### config.mk
export PLATFORM = sky130hd
export DESIGN_NAME = b_resp_tracker
export DESIGN_NICKNAME = d
export VERILOG_FILES = /design/src/rtl/b_resp_tracker.sv
export SDC_FILE = /design/constraint.sdc
export NUM_CORES = 1
export LEC_CHECK = 0
export BUFFER_PORTS_ARGS = -buffer_cell sky130_fd_sc_hd__clkbuf_2
export CELL_PAD_IN_SITES_DETAIL_PLACEMENT = 0
export CELL_PAD_IN_SITES_GLOBAL_PLACEMENT = 1
export CORE_UTILIZATION = 39
export DETAILED_ROUTE_END_ITERATION = 10
export GPL_TIMING_DRIVEN = 0
export PLACE_DENSITY = 0.83
export SLEW_MARGIN = 20
export SYNTH_ARGS = -nofsm -noshare
export SYNTH_HDL_FRONTEND = slang
export SYNTH_SLANG_ARGS = --single-unit
### constraint.sdc
create_clock -name i_clk -period 2.3 [get_ports i_clk]
set_clock_uncertainty 0.1 [all_clocks]
set_input_delay 0.46 -clock i_clk [delete_from_list [all_inputs] [get_ports i_clk]]
set_output_delay 0.46 -clock i_clk [all_outputs]
set_load 0.02 [all_outputs]
### src/rtl/b_resp_tracker.sv
// ---------------------------------------------------------------------------
// b_resp_tracker
// Tracks outstanding AXI writes on the master side. Issued write IDs are
// queued in order. Each B response is checked against the oldest queued ID
// and its response code. The block then reports a one-cycle completion
// pulse, keeps a saturating error count, and raises a sticky watchdog
// timeout when a response is overdue.
//
// Ports
//   i_clk, i_reset      clock; synchronous active-high reset
//   i_issue_valid/_id   write issued on AW/W, with its ID
//   o_issue_ready       tracker not full (combinational)
//   i_bvalid/o_bready   AXI B handshake (o_bready is registered)
//   i_bresp, i_bid      AXI B response code and ID
//   o_done_*            registered completion info, valid with o_done_valid
//   o_id_mismatch       pulses with o_done_valid when bid != expected ID
//   o_outstanding       number of writes awaiting a response
//   o_err_count         saturating count of failed completions
//   o_timeout           sticky watchdog flag
//   i_clear             clears o_err_count and o_timeout
// ---------------------------------------------------------------------------
module b_resp_tracker #(
    parameter int ID_W            = 4,
    parameter int MAX_OUTSTANDING = 4,
    parameter int TIMEOUT_CYCLES  = 256,
    parameter int CNT_W           = 8
) (
    input  logic                               i_clk,
    input  logic                               i_reset,
    input  logic                               i_issue_valid,
    input  logic [ID_W-1:0]                    i_issue_id,
    output logic                               o_issue_ready,
    input  logic                               i_bvalid,
    output logic                               o_bready,
    input  logic [1:0]                         i_bresp,
    input  logic [ID_W-1:0]                    i_bid,
    output logic                               o_done_valid,
    output logic [ID_W-1:0]                    o_done_id,
    output logic [1:0]                         o_done_resp,
    output logic                               o_done_ok,
    output logic                               o_id_mismatch,
    output logic [$clog2(MAX_OUTSTANDING):0]   o_outstanding,
    output logic [CNT_W-1:0]                   o_err_count,
    output logic                               o_timeout,
    input  logic                               i_clear
);

    localparam int PTR_W = $clog2(MAX_OUTSTANDING);
    localparam int OCC_W = PTR_W + 1;
    localparam int WD_W  = (TIMEOUT_CYCLES > 0) ? $clog2(TIMEOUT_CYCLES + 1) : 1;
    localparam logic [WD_W-1:0]  WD_LIMIT = WD_W'(TIMEOUT_CYCLES);
    localparam logic [OCC_W-1:0] OCC_FULL = OCC_W'(MAX_OUTSTANDING);

    logic [ID_W-1:0]  r_fifo [MAX_OUTSTANDING];
    logic [PTR_W-1:0] r_wr_ptr;
    logic [PTR_W-1:0] r_rd_ptr;
    logic [OCC_W-1:0] r_outstanding;
    logic             r_bready;
    logic             r_done_valid;
    logic [ID_W-1:0]  r_done_id;
    logic [1:0]       r_done_resp;
    logic             r_done_ok;
    logic             r_id_mismatch;
    logic [CNT_W-1:0] r_err_count;
    logic [WD_W-1:0]  r_wd_cnt;
    logic             r_timeout;

    logic             w_issue_ready;
    logic             w_push;
    logic             w_pop;
    logic [ID_W-1:0]  w_head;
    logic             w_mismatch;
    logic             w_resp_ok;
    logic             w_err_sat;
    logic             w_stall;
    logic [OCC_W-1:0] w_outstanding_next;
    logic [WD_W-1:0]  w_wd_next;
    logic             w_timeout_hit;

    // A refused issue while full is silently dropped.
    assign w_issue_ready = (r_outstanding != OCC_FULL);
    // r_bready mirrors (r_outstanding != 0), so a pop never hits an empty FIFO.
    assign w_push        = i_issue_valid && w_issue_ready;
    assign w_pop         = i_bvalid && r_bready;
    assign w_head        = r_fifo[r_rd_ptr];
    assign w_mismatch    = (i_bid != w_head);
    assign w_resp_ok     = (i_bresp[1] == 1'b0) && !w_mismatch;
    assign w_err_sat     = (r_err_count == {CNT_W{1'b1}});
    assign w_stall       = (r_outstanding != {OCC_W{1'b0}}) && !w_pop;
    assign w_timeout_hit = (TIMEOUT_CYCLES != 0) && (w_wd_next == WD_LIMIT);

    // Next outstanding count; simultaneous push and pop cancel out.
    always_comb begin
        w_outstanding_next = r_outstanding;
        case ({w_push, w_pop})
            2'b10:   w_outstanding_next = r_outstanding + OCC_W'(1);
            2'b01:   w_outstanding_next = r_outstanding - OCC_W'(1);
            default: w_outstanding_next = r_outstanding;
        endcase
    end

    // Watchdog next value: zero when idle, on a handshake or on clear;
    // otherwise count up and hold at the limit.
    always_comb begin
        w_wd_next = r_wd_cnt;
        if (TIMEOUT_CYCLES == 0) begin
            w_wd_next = {WD_W{1'b0}};
        end else if (i_clear || !w_stall) begin
            w_wd_next = {WD_W{1'b0}};
        end else if (r_wd_cnt == WD_LIMIT) begin
            w_wd_next = r_wd_cnt;
        end else begin
            w_wd_next = r_wd_cnt + WD_W'(1);
        end
    end

    // Expected-ID FIFO storage and pointers; pointers wrap naturally.
    always_ff @(posedge i_clk) begin
        if (i_reset) begin
            r_wr_ptr <= {PTR_W{1'b0}};
            r_rd_ptr <= {PTR_W{1'b0}};
            for (int i = 0; i < MAX_OUTSTANDING; i++) begin
                r_fifo[i] <= {ID_W{1'b0}};
            end
        end else begin
            if (w_push) begin
                r_fifo[r_wr_ptr] <= i_issue_id;
                r_wr_ptr         <= r_wr_ptr + PTR_W'(1);
            end
            if (w_pop) begin
                r_rd_ptr <= r_rd_ptr + PTR_W'(1);
            end
        end
    end

    // Occupancy count and registered bready.
    always_ff @(posedge i_clk) begin
        if (i_reset) begin
            r_outstanding <= {OCC_W{1'b0}};
            r_bready      <= 1'b0;
        end else begin
            r_outstanding <= w_outstanding_next;
            r_bready      <= (w_outstanding_next != {OCC_W{1'b0}});
        end
    end

    // Completion outputs: valid and mismatch pulse, data held until next completion.
    always_ff @(posedge i_clk) begin
        if (i_reset) begin
            r_done_valid  <= 1'b0;
            r_done_id     <= {ID_W{1'b0}};
            r_done_resp   <= 2'b00;
            r_done_ok     <= 1'b0;
            r_id_mismatch <= 1'b0;
        end else begin
            r_done_valid  <= w_pop;
            r_id_mismatch <= w_pop && w_mismatch;
            if (w_pop) begin
                r_done_id   <= w_head;
                r_done_resp <= i_bresp;
                r_done_ok   <= w_resp_ok;
            end
        end
    end

    // Saturating error counter; clear takes priority over an increment.
    always_ff @(posedge i_clk) begin
        if (i_reset || i_clear) begin
            r_err_count <= {CNT_W{1'b0}};
        end else if (w_pop && !w_resp_ok && !w_err_sat) begin
            r_err_count <= r_err_count + CNT_W'(1);
        end
    end

    // Watchdog counter and sticky timeout flag; clear takes priority.
    always_ff @(posedge i_clk) begin
        if (i_reset) begin
            r_wd_cnt  <= {WD_W{1'b0}};
            r_timeout <= 1'b0;
        end else begin
            r_wd_cnt <= w_wd_next;
            if (i_clear) begin
                r_timeout <= 1'b0;
            end else if (w_timeout_hit) begin
                r_timeout <= 1'b1;
            end
        end
    end

    assign o_issue_ready = w_issue_ready;
    assign o_bready      = r_bready;
    assign o_done_valid  = r_done_valid;
    assign o_done_id     = r_done_id;
    assign o_done_resp   = r_done_resp;
    assign o_done_ok     = r_done_ok;
    assign o_id_mismatch = r_id_mismatch;
    assign o_outstanding = r_outstanding;
    assign o_err_count   = r_err_count;
    assign o_timeout     = r_timeout;

endmodule

==> Implementation_results.wiki, run 1 <==
{| class="wikitable"
! Metric !! Value
|-
| Die Outline Area || 0.00648 mm^2
|-
| Final hold violations || 0
|-
| Power per Cell Area || 799 mW/mm^2
|-
| Number of antenna violations at the first check in global routing || 0
|-
| Combinational share of power || 0.245
|-
| Count of buffering cells on the critical path with inverters included || 0
|-
| Cells traversed along the worst timing path || mux4_1 > xnor2_1 > nand4_2 > nor2_2 > or4_1 > a21oi_1
|-
| N_diodes || 0
|-
| Layout cells sized above 1 || 0.212
|-
| Result of the run || finished clean
|-
| Standard-cell row count || 28
|-
| Setup crit end kind || register
|-
| Horizontal die dimension || 80.5 um
|-
| Maximum number of pins on one net before global-route repair || 19
|-
| Clock share of power || 0.243
|-
| TritonCTS Buffers || 5
|-
| Minimum setup slack after placement || -0.370 ns
|-
| Filler instances || 548
|-
| Min Hold Slack || 0.256 ns
|-
| Standard cell with the maximum stage delay on the critical path || sky130_fd_sc_hd__mux4_1
|-
| # H-tree levels || 2
|-
| Final min period || 2.25 ns
|-
| Via count of the first global-routing pass || 1622
|-
| Boundary pin count || 38
|-
| Clock network latency to the later pin of the worst-skew pair || 0.31 ns
|-
| Share of the clock period used by the worst path || 0.980
|-
| Area of the core region || 0.00592 mm^2
|-
| Max_cap viols || 0
|-
| Maximum net fanout on the critical path || 7
|-
| Number of nets still failing antenna checks after routing || 0
|-
| Critical Setup Path Class || register to register
|-
| Final weighted congestion of routability-driven global placement || 0.760
|-
| Vertical die dimension || 80.5 um
|-
| Share of total power in sequential cells || 0.511
|-
| Vias after detailed routing || 1838
|-
| Post-route DRC violation count || 0
|-
| Sw Share || 0.328
|-
| Unrepaired setup endpoints after global routing || true
|-
| Hold WC Path Type || input port to register
|-
| CTS root buffer || sky130_fd_sc_hd__clkbuf_8
|-
| Post-layout net count || 312
|-
| Data arrival time of the critical path || 2.40 ns
|-
| Max Clock Freq || 444 MHz
|-
| Number of synthesized register bits || 53
|-
| Element type at the critical path start || register
|-
| Pre-antenna DRT Iters || 4
|-
| Number of distinct library cells after synthesis || 41
|-
| Drt total wl || 4540 um
|-
| Maximum number of buffers from clock root to sink || 2
|-
| Net switching power || 0.742 mW
|-
| Number of port buffers || 36
|-
| Count of routing violations after the opening detailed-route iteration || 63
|-
| Sequential element share of the synthesized area || 0.508
|-
| Clock-pin slew of the registers on the worst-case setup and hold paths || 0.10 ns
|-
| Overall Global Routing Usage || 0.150
|-
| Total of warnings raised by yosys || 0
|-
| Hold bufs inserted after CTS || 0
|-
| Max Slew Vio Count || 0
|-
| Setup-violating endpoint count in the final report || 0
|-
| Mapped Area || 0.00240 mm^2
|-
| Hpwl dp || 3420 um
|-
| Post-Synthesis Mean Instance Area || 9.74 um^2
|-
| PnR worst setup slack || 0.0468 ns
|-
| Detail-routed via count per cell || 4.99
|-
| Count of mapped cells out of synthesis || 247
|-
| Transition time at the pin with the least slew margin || 0.752 ns
|-
| Leakage power figure || 1.13 nW
|-
| GRT Residual Overflow || 0
|-
| Clock Sink Count || 53
|-
| Area growth, synth to finish || 17.7%
|-
| Crit path max-delay family || simple AND/OR/NAND/NOR gates
|-
| Required time at the endpoint of the critical path || 2.45 ns
|-
| Wirelength per Cell || 12.3 um
|-
| TritonCTS clock tree || yes
|-
| Slowest stage delay, CP || 0.62 ns
|-
| Effective utilization at floorplan || 0.406
|-
| Cell Int Power || 1.52 mW
|-
| First-pass GRT wire length || 7420 um
|-
| Headroom to the max-slew limit || 0.498
|-
| IR Drop Worst-Case VDD || 381 uV
|-
| Synthesized netlist net count || 267
|}
-- final timing paths --
| check | startpoint | to | slack [ns] | cells after the start |
|---|---|---|---|---|
| setup / recovery | register | o_err_count[4]$_SDFFE_PP0P_ | 0.05 | 6 |
| hold / removal | i_bresp[0] | o_done_resp[0]$_SDFFE_PP0P_ | 0.26 | 3 |
| setup reg to reg | register | o_err_count[4]$_SDFFE_PP0P_ | 0.05 | 6 |
| hold reg to reg | o_done_id[2]$_SDFFE_PP0P_ | o_done_id[2]$_SDFFE_PP0P_ | 0.36 | 2 |
-- registers in the layout, indices dropped and copies added (netlist names), named ones only --
name / count
o_bready: 1
o_done_id: 4
o_done_ok: 1
o_done_resp: 2
o_done_valid: 1
o_err_count: 8
o_id_mismatch: 1
o_outstanding: 3
o_timeout: 1
r_fifo: 16
r_rd_ptr: 2
r_wd_cnt: 9
r_wr_ptr: 2
-- placed cells by master (no fill, tap or decap), drive strengths merged --
cell / n
xor2: 10
or2: 2
o21ai: 7
nor2b: 5
and2: 6
fa: 1
inv: 12
or4: 2
nor3b: 1
edfxtp: 16
o21a: 1
nand2: 28
mux4: 4
nand2b: 6
nand4: 2
clkinvlp: 2
o21bai: 2
nor4b: 1
and3: 6
a31oi: 4
o211ai: 1
a32o: 1
a2111oi: 1
nor3: 2
o22ai: 1
dfxtp: 37
nor2: 31
buf: 2
xnor2: 11
ha: 4
nor4: 1
or3: 4
nand3: 10
clkbuf: 50
o31ai: 1
a21oi: 16
o311ai: 1
a41o: 1
-- what timing repair did --
action                     in CTS  in global routing
gates resized for setup         5                  5
pin swaps                       0                  1
setup endpoints to repair       3                  3
setup buffers                   0                  2
-- worst min-delay path, delay by kind of cell --
kind,cells,cell delay [ns]
buf+inv,1,0.08
compound gates,1,0.05
simple gates,1,0.04
-- kinds of logic after synthesis --
group | share of synthesized area
buf+inv | 0.0312
simple gates | 0.218
compound gates | 0.0937
flops | 0.508
mux | 0.0437
fa+ha+maj | 0.0291
xor+xnor | 0.0765
-- metal layers --
metal  track usage  vias to the layer above  routed length, um
li1              -                      946                  -
met4        0.0536                        0                 67
met1         0.196                      843               2270
met2         0.239                       42               2020
met5             0                        -                  0
met3        0.0364                        7                181
-- cell type report --
class / instances / area [um^2] / share of cell area
buffer: 9 / 47.5 / 0.0168
clock buffer: 5 / 68.8 / 0.0243
clock inverter: 3 / 26.3 / 0.00928
inverter: 11 / 41.3 / 0.0146
multi-input combinational: 174 / 1130 / 0.401
sequential: 53 / 1220 / 0.432
tap: 75 / 93.8 / 0.0332
timing repair buffer: 38 / 195 / 0.0690
-- per-stage QoR --
stage	std cells	area [um^2]	setup TNS, ns	util	total power [mW]
final	368	2830	0	0.478	2.26
after global routing	368	2830	-0.0381	0.478	2.39
after CTS	366	2800	0	0.473	2.26
after detailed placement	358	2690	-0.883	0.454	1.70
after global placement	358	2680	-0.811	0.453	1.69
after floorplan	247	2410	0	-	1.54
-- synth_stat cells --
cell / number / area (um^2)
sky130_fd_sc_hd__ha_1: 4 / 50.1
sky130_fd_sc_hd__mux4_1: 4 / 105
sky130_fd_sc_hd__o21a_1: 1 / 7.51
sky130_fd_sc_hd__or2_2: 2 / 12.5
sky130_fd_sc_hd__a31oi_1: 4 / 25.0
sky130_fd_sc_hd__o21ai_2: 1 / 8.76
sky130_fd_sc_hd__o311ai_1: 1 / 8.76
sky130_fd_sc_hd__edfxtp_1: 16 / 480
sky130_fd_sc_hd__o31ai_1: 1 / 7.51
sky130_fd_sc_hd__clkbuf_1: 9 / 33.8
sky130_fd_sc_hd__o22ai_1: 1 / 6.26
sky130_fd_sc_hd__nand4_1: 1 / 6.26
sky130_fd_sc_hd__o21ai_0: 6 / 30.0
sky130_fd_sc_hd__nor2b_1: 5 / 31.3
sky130_fd_sc_hd__or3_2: 1 / 7.51
sky130_fd_sc_hd__and2_2: 1 / 7.51
sky130_fd_sc_hd__nor4_1: 1 / 6.26
sky130_fd_sc_hd__nor3_1: 2 / 10.0
sky130_fd_sc_hd__nand3_1: 10 / 50.1
sky130_fd_sc_hd__a2111oi_0: 1 / 8.76
sky130_fd_sc_hd__o211ai_1: 1 / 7.51
sky130_fd_sc_hd__dfxtp_1: 37 / 741
sky130_fd_sc_hd__o21bai_1: 2 / 15.0
sky130_fd_sc_hd__nand4_2: 1 / 12.5
sky130_fd_sc_hd__and3_1: 6 / 37.5
sky130_fd_sc_hd__nor2_1: 30 / 113
sky130_fd_sc_hd__a21oi_1: 16 / 80.1
sky130_fd_sc_hd__nor4b_1: 1 / 8.76
sky130_fd_sc_hd__nand2b_1: 6 / 37.5
sky130_fd_sc_hd__and2_1: 5 / 31.3
sky130_fd_sc_hd__inv_1: 11 / 41.3
sky130_fd_sc_hd__xnor2_1: 11 / 96.3
sky130_fd_sc_hd__nor2_2: 1 / 6.26
sky130_fd_sc_hd__a32o_1: 1 / 10.0
sky130_fd_sc_hd__or4_1: 2 / 15.0
sky130_fd_sc_hd__nor3b_1: 1 / 7.51
sky130_fd_sc_hd__a41o_1: 1 / 10.0
sky130_fd_sc_hd__nand2_1: 28 / 105
sky130_fd_sc_hd__fa_1: 1 / 20.0
sky130_fd_sc_hd__or3_1: 3 / 18.8
sky130_fd_sc_hd__xor2_1: 10 / 87.6
-- power groups by stage --
stage                     registers [mW]  clock network (mW)  logic, mW
after floorplan                     1.21                   0      0.336
after global placement              1.17                   0      0.518
after detailed placement            1.18                   0      0.527
after CTS                           1.16               0.567      0.542
after global routing                1.17               0.601      0.617
final                               1.16               0.550      0.555
Power figures use the tool's default switching activity.
==> inputs of run 2 (changes only) <==
- CORE_MARGIN: default -> 4
- GPL_ROUTABILITY_DRIVEN: default -> 0
- SETUP_SLACK_MARGIN: default -> 0.02
==> run 2 against run 1 <==
Effect of this change: clock-buffer cell count is the same; total power rose by 0.54%; via count decreased by 1.5%; critical path depth unchanged; largest cell class unchanged; non-clock buffer count decreased by 1; final cell count down 0.27%; clock power is 3% lower; global-route usage fell by 1.7 points; hold slack better by 0.027 ns; final area down 0.26%; routed wire length grew 4.3%.
==> Implementation_results.wiki, run 2 (synthesized netlist as in run 1, its figures left out) <==
{| class="wikitable"
! Metric !! Value
|-
| Result of the run || finished clean
|-
| IR Drop Worst-Case VDD || 343 uV (-10%)
|-
| Setup crit end kind || register
|-
| Post-route DRC violation count || 0 (unchanged)
|-
| Minimum setup slack after placement || -0.320 ns (+0.0496 ns)
|-
| Headroom to the max-slew limit || 0.502 (+0.00359)
|-
| Flip-flop count of the largest register, all copies and words added || 16 (unchanged)
|-
| Number of nets still failing antenna checks after routing || 0 (unchanged)
|-
| N_diodes || 0 (unchanged)
|-
| Hpwl dp || 3610 um (+5.6%)
|-
| Area of the core region || 0.00596 mm^2 (+0.59%)
|-
| Most frequent standard cell in the layout excluding fill and tap cells || sky130_fd_sc_hd__clkbuf_2
|-
| Detail-routed via count per cell || 4.93 (-1.3%)
|-
| Via count of the first global-routing pass || 1718 (+5.9%)
|-
| Sw Share || 0.326 (-0.00225)
|-
| Maximum number of buffers from clock root to sink || 2 (unchanged)
|-
| Power per Cell Area || 806 mW/mm^2 (+0.80%)
|-
| Max_cap viols || 0 (unchanged)
|-
| Pre-antenna DRT Iters || 4 (unchanged)
|-
| TritonCTS Buffers || 5 (unchanged)
|-
| Count of routing violations after the opening detailed-route iteration || 88 (+40%)
|-
| Transition time at the pin with the least slew margin || 0.746 ns (-0.00538 ns)
|-
| Setup-violating endpoint count in the final report || 0 (unchanged)
|-
| Combinational share of power || 0.251 (+0.006)
|-
| Min Hold Slack || 0.283 ns (+0.0266 ns)
|-
| First-pass GRT wire length || 7890 um (+6.4%)
|-
| Layout cells sized above 1 || 0.236 (+0.0247)
|-
| Max Slew Vio Count || 0 (unchanged)
|-
| Standard-cell row count || 28 (unchanged)
|-
| Clock-pin slew of the registers on the worst-case setup and hold paths || 0.10 ns (about the same)
|-
| Clock share of power || 0.235 (-0.008)
|-
| Horizontal die dimension || 86.5 um (+7.5%)
|-
| Critical Setup Path Class || register to register
|-
| Overall Global Routing Usage || 0.133 (-0.0165)
|-
| GRT Residual Overflow || 0 (unchanged)
|-
| Vertical die dimension || 86.5 um (+7.5%)
|-
| CTS root buffer || sky130_fd_sc_hd__clkbuf_8
|-
| Unrepaired setup endpoints after global routing || false
|-
| Effective utilization at floorplan || 0.404 (-0.00239)
|-
| Share of total power in sequential cells || 0.514 (+0.003)
|-
| PnR worst setup slack || 0.186 ns (+0.139 ns)
|-
| Final min period || 2.11 ns (-0.139 ns)
|-
| Most frequent cells in the layout || sky130_fd_sc_hd__clkbuf_2, sky130_fd_sc_hd__dfxtp_1, sky130_fd_sc_hd__nor2_1, sky130_fd_sc_hd__nand2_1
|-
| Post-layout net count || 311 (-0.32%)
|-
| Filler instances || 590 (+7.7%)
|-
| Vias after detailed routing || 1810 (-1.5%)
|-
| Maximum net fanout on the critical path || 7 (unchanged)
|-
| Final hold violations || 0 (unchanged)
|-
| Share of the clock period used by the worst path || 0.919 (-0.0606)
|-
| Element type at the critical path start || register
|-
| Register with the highest flop count || r_fifo
|-
| Die Outline Area || 0.00749 mm^2 (+15%)
|-
| Required time at the endpoint of the critical path || 2.44 ns (about the same)
|-
| Area growth, synth to finish || 17.4%
|-
| Maximum number of pins on one net before global-route repair || 19 (unchanged)
|-
| Drt total wl || 4740 um (+4.3%)
|-
| Cell Int Power || 1.53 mW (+0.87%)
|-
| Clock Sink Count || 53 (unchanged)
|-
| Max Clock Freq || 473 MHz (+6.6%)
|-
| Data arrival time of the critical path || 2.26 ns (-0.14 ns)
|-
| Leakage power figure || 1.11 nW (-1.8%)
|-
| Setup slack on the worst flop-to-flop path || 0.19 ns (+0.14 ns)
|-
| Number of port buffers || 36 (unchanged)
|-
| Net switching power || 0.741 mW (-0.15%)
|-
| Boundary pin count || 38 (unchanged)
|-
| Hold bufs inserted after CTS || 0 (unchanged)
|-
| TritonCTS clock tree || yes
|-
| Hold WC Path Type || input port to register
|-
| Wirelength per Cell || 12.9 um (+4.6%)
|-
| Clock network latency to the later pin of the worst-skew pair || 0.30 ns (about the same)
|-
| # H-tree levels || 2 (unchanged)
|-
| Number of antenna violations at the first check in global routing || 0 (unchanged)
|}
==> run 2: cell types whose count changed in the layout (fill, tap and decap cells not counted), moves of 2 or more <==
cell and change:
sky130_fd_sc_hd__mux4_1 -4, sky130_fd_sc_hd__inv_1 -2, sky130_fd_sc_hd__mux4_2 +4, sky130_fd_sc_hd__inv_2 +2
sky130_fd_sc_hd__dfxtp_1 -2
==> run 2: worst paths after layout <==
kind / startpoint / endpoint / depth (start not counted)
hold reg to reg: o_done_id[2]$_SDFFE_PP0P_ / o_done_id[2]$_SDFFE_PP0P_ / 2
setup reg to reg: register / o_err_count[4]$_SDFFE_PP0P_ / 6
setup / recovery: register / o_err_count[4]$_SDFFE_PP0P_ / 6
hold / removal: i_bresp[0] / o_done_resp[0]$_SDFFE_PP0P_ / 3
==> run 2: routing by layer <==
layer	routed length, um	vias to the layer above	track usage
li1	-	937	-
met1	2200	830	0.179
met2	2180	39	0.207
met3	273	4	0.0342
met4	81	0	0.0510
met5	0	-	0
==> run 2: repair_timing <==
| action | CTS | global route |
|---|---|---|
| pin swaps | 0 | 2 |
| resized for setup | 4 | 17 |
| endpoints found under the setup margin | 2 | 10 |
| buffers inserted | 0 | 1 |
==> run 2: cell type report <==
cell class              count  area, um^2  area share
flip-flops and latches     53        1230       0.435
repair buffers             37         188      0.0665
multi-input cells         174        1120       0.398
inverters                  11        41.3      0.0146
clock inverters             3        26.3     0.00931
clock buffers               5        68.8      0.0244
plain buffers               9        52.6      0.0186
well taps                  75        93.8      0.0332
==> run 2: stage by stage <==
stage | util | TNS (ns) | power, mW | std cells | cell area (um^2)
after floorplan | - | 0 | 1.55 | 247 | 2420
after global placement | 0.452 | -0.695 | 1.70 | 358 | 2690
after detailed placement | 0.453 | -0.738 | 1.71 | 358 | 2700
after CTS | 0.471 | 0 | 2.27 | 366 | 2800
after global routing | 0.474 | 0 | 2.43 | 367 | 2820
final | 0.474 | 0 | 2.27 | 367 | 2820
==> run 2: worst max-delay path, cell delays in order, from the launching register on <==
cell	delay, ns
sky130_fd_sc_hd__dfxtp_4	0.40
sky130_fd_sc_hd__mux4_2	0.53
sky130_fd_sc_hd__xnor2_1	0.16
sky130_fd_sc_hd__nand4_2	0.13
sky130_fd_sc_hd__nor2_2	0.09
sky130_fd_sc_hd__or4_1	0.50
sky130_fd_sc_hd__a21oi_1	0.14
==> run 2: power groups by stage <==
stage | clock network [mW] | registers [mW] | logic, mW
6_report | 0.535 | 1.17 | 0.570
5_1_grt | 0.599 | 1.19 | 0.643
4_1_cts | 0.563 | 1.15 | 0.549
3_5_place_dp | 0 | 1.18 | 0.537
3_3_place_gp | 0 | 1.17 | 0.526
2_1_floorplan | 0 | 1.21 | 0.342
==> inputs of run 3 (changes only) <==
--- a/config.mk
+++ b/config.mk
@@ -10,9 +10,9 @@
 export CELL_PAD_IN_SITES_GLOBAL_PLACEMENT = 1
 export CORE_MARGIN = 4
-export CORE_UTILIZATION = 39
+export CORE_UTILIZATION = 43
 export DETAILED_ROUTE_END_ITERATION = 10
 export GPL_ROUTABILITY_DRIVEN = 0
 export GPL_TIMING_DRIVEN = 0
-export PLACE_DENSITY = 0.83
+export PLACE_DENSITY = 0.87
 export SETUP_SLACK_MARGIN = 0.02
 export SLEW_MARGIN = 20
==> constraint.sdc (replaced) <==
create_clock -name i_clk -period 2.4 [get_ports i_clk]
set_clock_uncertainty 0.1 [all_clocks]
set_input_delay 0.36 -clock i_clk [delete_from_list [all_inputs] [get_ports i_clk]]
set_output_delay 0.36 -clock i_clk [all_outputs]
set_load 0.02 [all_outputs]
==> run 3 against run 2 <==
Effect of this change: register-to-register slack got worse by 0.02 ns; core utilization increased by 6.2 points; clock-buffer cell count stayed put; critical path type unchanged.
==> Implementation_results.wiki, run 3 (synthesized netlist as in run 1, its figures left out) <==
{| class="wikitable"
! Metric !! Value
|-
| Register with the highest flop count || r_fifo
|-
| Element type at the critical path start || register
|-
| Max Slew Vio Count || 0 (unchanged)
|-
| Flip-flop count of the largest register, all copies and words added || 16 (unchanged)
|-
| Vertical die dimension || 82.8 um (-4.3%)
|-
| Net switching power || 0.700 mW (-5.5%)
|-
| Clock-pin slew of the registers on the worst-case setup and hold paths || 0.10 ns (about the same)
|-
| Max_cap viols || 0 (unchanged)
|-
| Final core utilization || 0.536 (+0.0617)
|-
| Number of nets still failing antenna checks after routing || 0 (unchanged)
|-
| Detail-routed via count per cell || 5.01 (+1.5%)
|-
| Maximum net fanout on the critical path || 7 (unchanged)
|-
| Result of the run || finished clean
|-
| Unrepaired setup endpoints after global routing || true
|-
| Clock network latency to the later pin of the worst-skew pair || 0.31 ns (about the same)
|-
| Number of antenna violations at the first check in global routing || 0 (unchanged)
|-
| IR Drop Worst-Case VDD || 362 uV (+5.5%)
|-
| Setup_tns || 0 ns (unchanged)
|-
| Leakage power figure || 1.13 nW (+2.2%)
|-
| Share of the clock period used by the worst path || 0.930 (+0.0105)
|-
| Setup-violating endpoint count in the final report || 0 (unchanged)
|-
| Cell Int Power || 1.45 mW (-5.3%)
|-
| Post-layout net count || 313 (+0.64%)
|-
| Number of port buffers || 36 (unchanged)
|-
| Data arrival time of the critical path || 2.38 ns (+0.12 ns)
|-
| Pre-antenna DRT Iters || 4 (unchanged)
|-
| Max Clock Freq || 448 MHz (-5.2%)
|-
| Area of the core region || 0.00527 mm^2 (-12%)
|-
| Share of total power in sequential cells || 0.514 (about the same)
|-
| Wirelength per Cell || 12.6 um (-2.5%)
|-
| Standard-cell row count || 26 (-7.1%)
|-
| TritonCTS Buffers || 5 (unchanged)
|-
| N_diodes || 0 (unchanged)
|-
| Final hold violations || 0 (unchanged)
|-
| Clock Sink Count || 53 (unchanged)
|-
| Critical Setup Path Class || register to register
|-
| Required time at the endpoint of the critical path || 2.55 ns (+0.11 ns)
|-
| Final non-filler cell total || 364 (-0.82%)
|-
| Vias after detailed routing || 1823 (+0.72%)
|-
| Most frequent cells in the layout || sky130_fd_sc_hd__dfxtp_1, sky130_fd_sc_hd__clkbuf_2, sky130_fd_sc_hd__nor2_1, sky130_fd_sc_hd__nand2_1
|-
| Layout cells sized above 1 || 0.207 (-0.0288)
|-
| Area growth, synth to finish || 17.4% (unchanged)
|-
| Maximum number of pins on one net before global-route repair || 19 (unchanged)
|-
| Final min period || 2.23 ns (+0.117 ns)
|-
| Die Outline Area || 0.00685 mm^2 (-8.5%)
|-
| TritonCTS clock tree || yes
|-
| Hold WC Path Type || input port to register
|-
| GRT Residual Overflow || 0 (unchanged)
|-
| CTS root buffer || sky130_fd_sc_hd__clkbuf_8
|-
| First-pass GRT wire length || 7500 um (-5.0%)
|-
| Hold bufs inserted after CTS || 0 (unchanged)
|-
| Transition time at the pin with the least slew margin || 0.748 ns (+0.00150 ns)
|-
| Drt total wl || 4580 um (-3.3%)
|-
| Horizontal die dimension || 82.8 um (-4.3%)
|-
| Hpwl dp || 3410 um (-5.4%)
|-
| # H-tree levels || 2 (unchanged)
|-
| Count of routing violations after the opening detailed-route iteration || 45 (-49%)
|-
| Maximum number of buffers from clock root to sink || 2 (unchanged)
|-
| Headroom to the max-slew limit || 0.501 (-0.00100)
|-
| Overall Global Routing Usage || 0.145 (+0.0112)
|-
| Placed cells || 353 (-1.4%)
|-
| Effective utilization at floorplan || 0.456 (+0.0525)
|-
| Via count of the first global-routing pass || 1638 (-4.7%)
|-
| Post-route DRC violation count || 0 (unchanged)
|-
| Setup crit end kind || register
|-
| Sw Share || 0.325 (-0.000489)
|-
| Clock share of power || 0.240 (+0.005)
|-
| Boundary pin count || 38 (unchanged)
|-
| Combinational share of power || 0.246 (-0.005)
|-
| Power per Cell Area || 762 mW/mm^2 (-5.4%)
|}
-- run 3: cell types whose count changed in the layout (fill, tap and decap cells not counted), moves of 2 or more --
| cell | change |
|---|---|
| sky130_fd_sc_hd__dfxtp_2 | -2 |
| sky130_fd_sc_hd__mux4_1 | +4 |
| sky130_fd_sc_hd__mux4_2 | -4 |
| sky130_fd_sc_hd__dfxtp_1 | +3 |
| sky130_fd_sc_hd__buf_4 | +2 |
| sky130_fd_sc_hd__inv_1 | +2 |
| sky130_fd_sc_hd__inv_2 | -2 |
-- run 3: what timing repair did --
| item | CTS | global route |
|---|---|---|
| resized for setup | 2 | 8 |
| endpoints found under the setup margin | 2 | 7 |
| pin swaps | 0 | 1 |
| endpoints found under the hold margin | 0 | 0 |
| setup buffers | 0 | 3 |
-- run 3: final cells by class --
class | instances | area [um^2]
Sequential cell | 53 | 1220
Fill cell | 505 | 2450
Inverter | 11 | 41.3
Clock inverter | 3 | 26.3
Multi-Input combinational cell | 174 | 1130
Buffer | 9 | 42.5
Timing Repair Buffer | 39 | 203
Tap cell | 70 | 87.6
Clock buffer | 5 | 68.8
-- run 3: worst paths after layout --
path	from	endpoint	slack (ns)	depth (start not counted)
min reg2reg	o_done_resp[1]$_SDFFE_PP0P_	o_done_resp[1]$_SDFFE_PP0P_	0.36	2
max reg2reg	register	o_err_count[4]$_SDFFE_PP0P_	0.17	6
max	register	o_err_count[4]$_SDFFE_PP0P_	0.17	6
min	i_bresp[0]	o_done_resp[0]$_SDFFE_PP0P_	0.17	3
-- run 3: metrics by stage --
| step | hold WS (ns) | instance area [um^2] | power, mW | setup WS (ns) |
|---|---|---|---|---|
| global placement | 0.343 | 2670 | 1.62 | -0.136 |
| floorplan | 0.385 | 2410 | 1.48 | 0.0783 |
| detailed placement | 0.349 | 2680 | 1.63 | -0.190 |
| CTS | 0.166 | 2780 | 2.15 | 0.0437 |
| global route | 0.175 | 2820 | 2.30 | -0.00239 |
| finish | 0.171 | 2820 | 2.15 | 0.169 |
-- run 3: power groups by stage --
stage                     clock, mW  sequential (mW)  combinational (mW)
final                         0.517             1.11               0.529
after global routing          0.572             1.12               0.605
after detailed placement          0             1.13               0.504
after CTS                     0.535             1.11               0.508
after floorplan                   0             1.16               0.321
after global placement            0             1.12               0.495
-- run 3: per-layer routing --
| layer | track usage | vias to the layer above | wire length [um] |
|---|---|---|---|
| li1 | - | 944 | - |
| met1 | 0.188 | 829 | 2130 |
| met2 | 0.230 | 44 | 2080 |
| met3 | 0.0367 | 6 | 285 |
| met4 | 0.0588 | 0 | 76 |
| met5 | 0 | - | 0 |
-- run 3: critical path: stages (launching register included) --
cell	delay (ns)
sky130_fd_sc_hd__dfxtp_2	0.39
sky130_fd_sc_hd__mux4_1	0.61
sky130_fd_sc_hd__xnor2_1	0.17
sky130_fd_sc_hd__nand4_2	0.15
sky130_fd_sc_hd__nor2_2	0.10
sky130_fd_sc_hd__or4_1	0.51
sky130_fd_sc_hd__a21oi_1	0.14
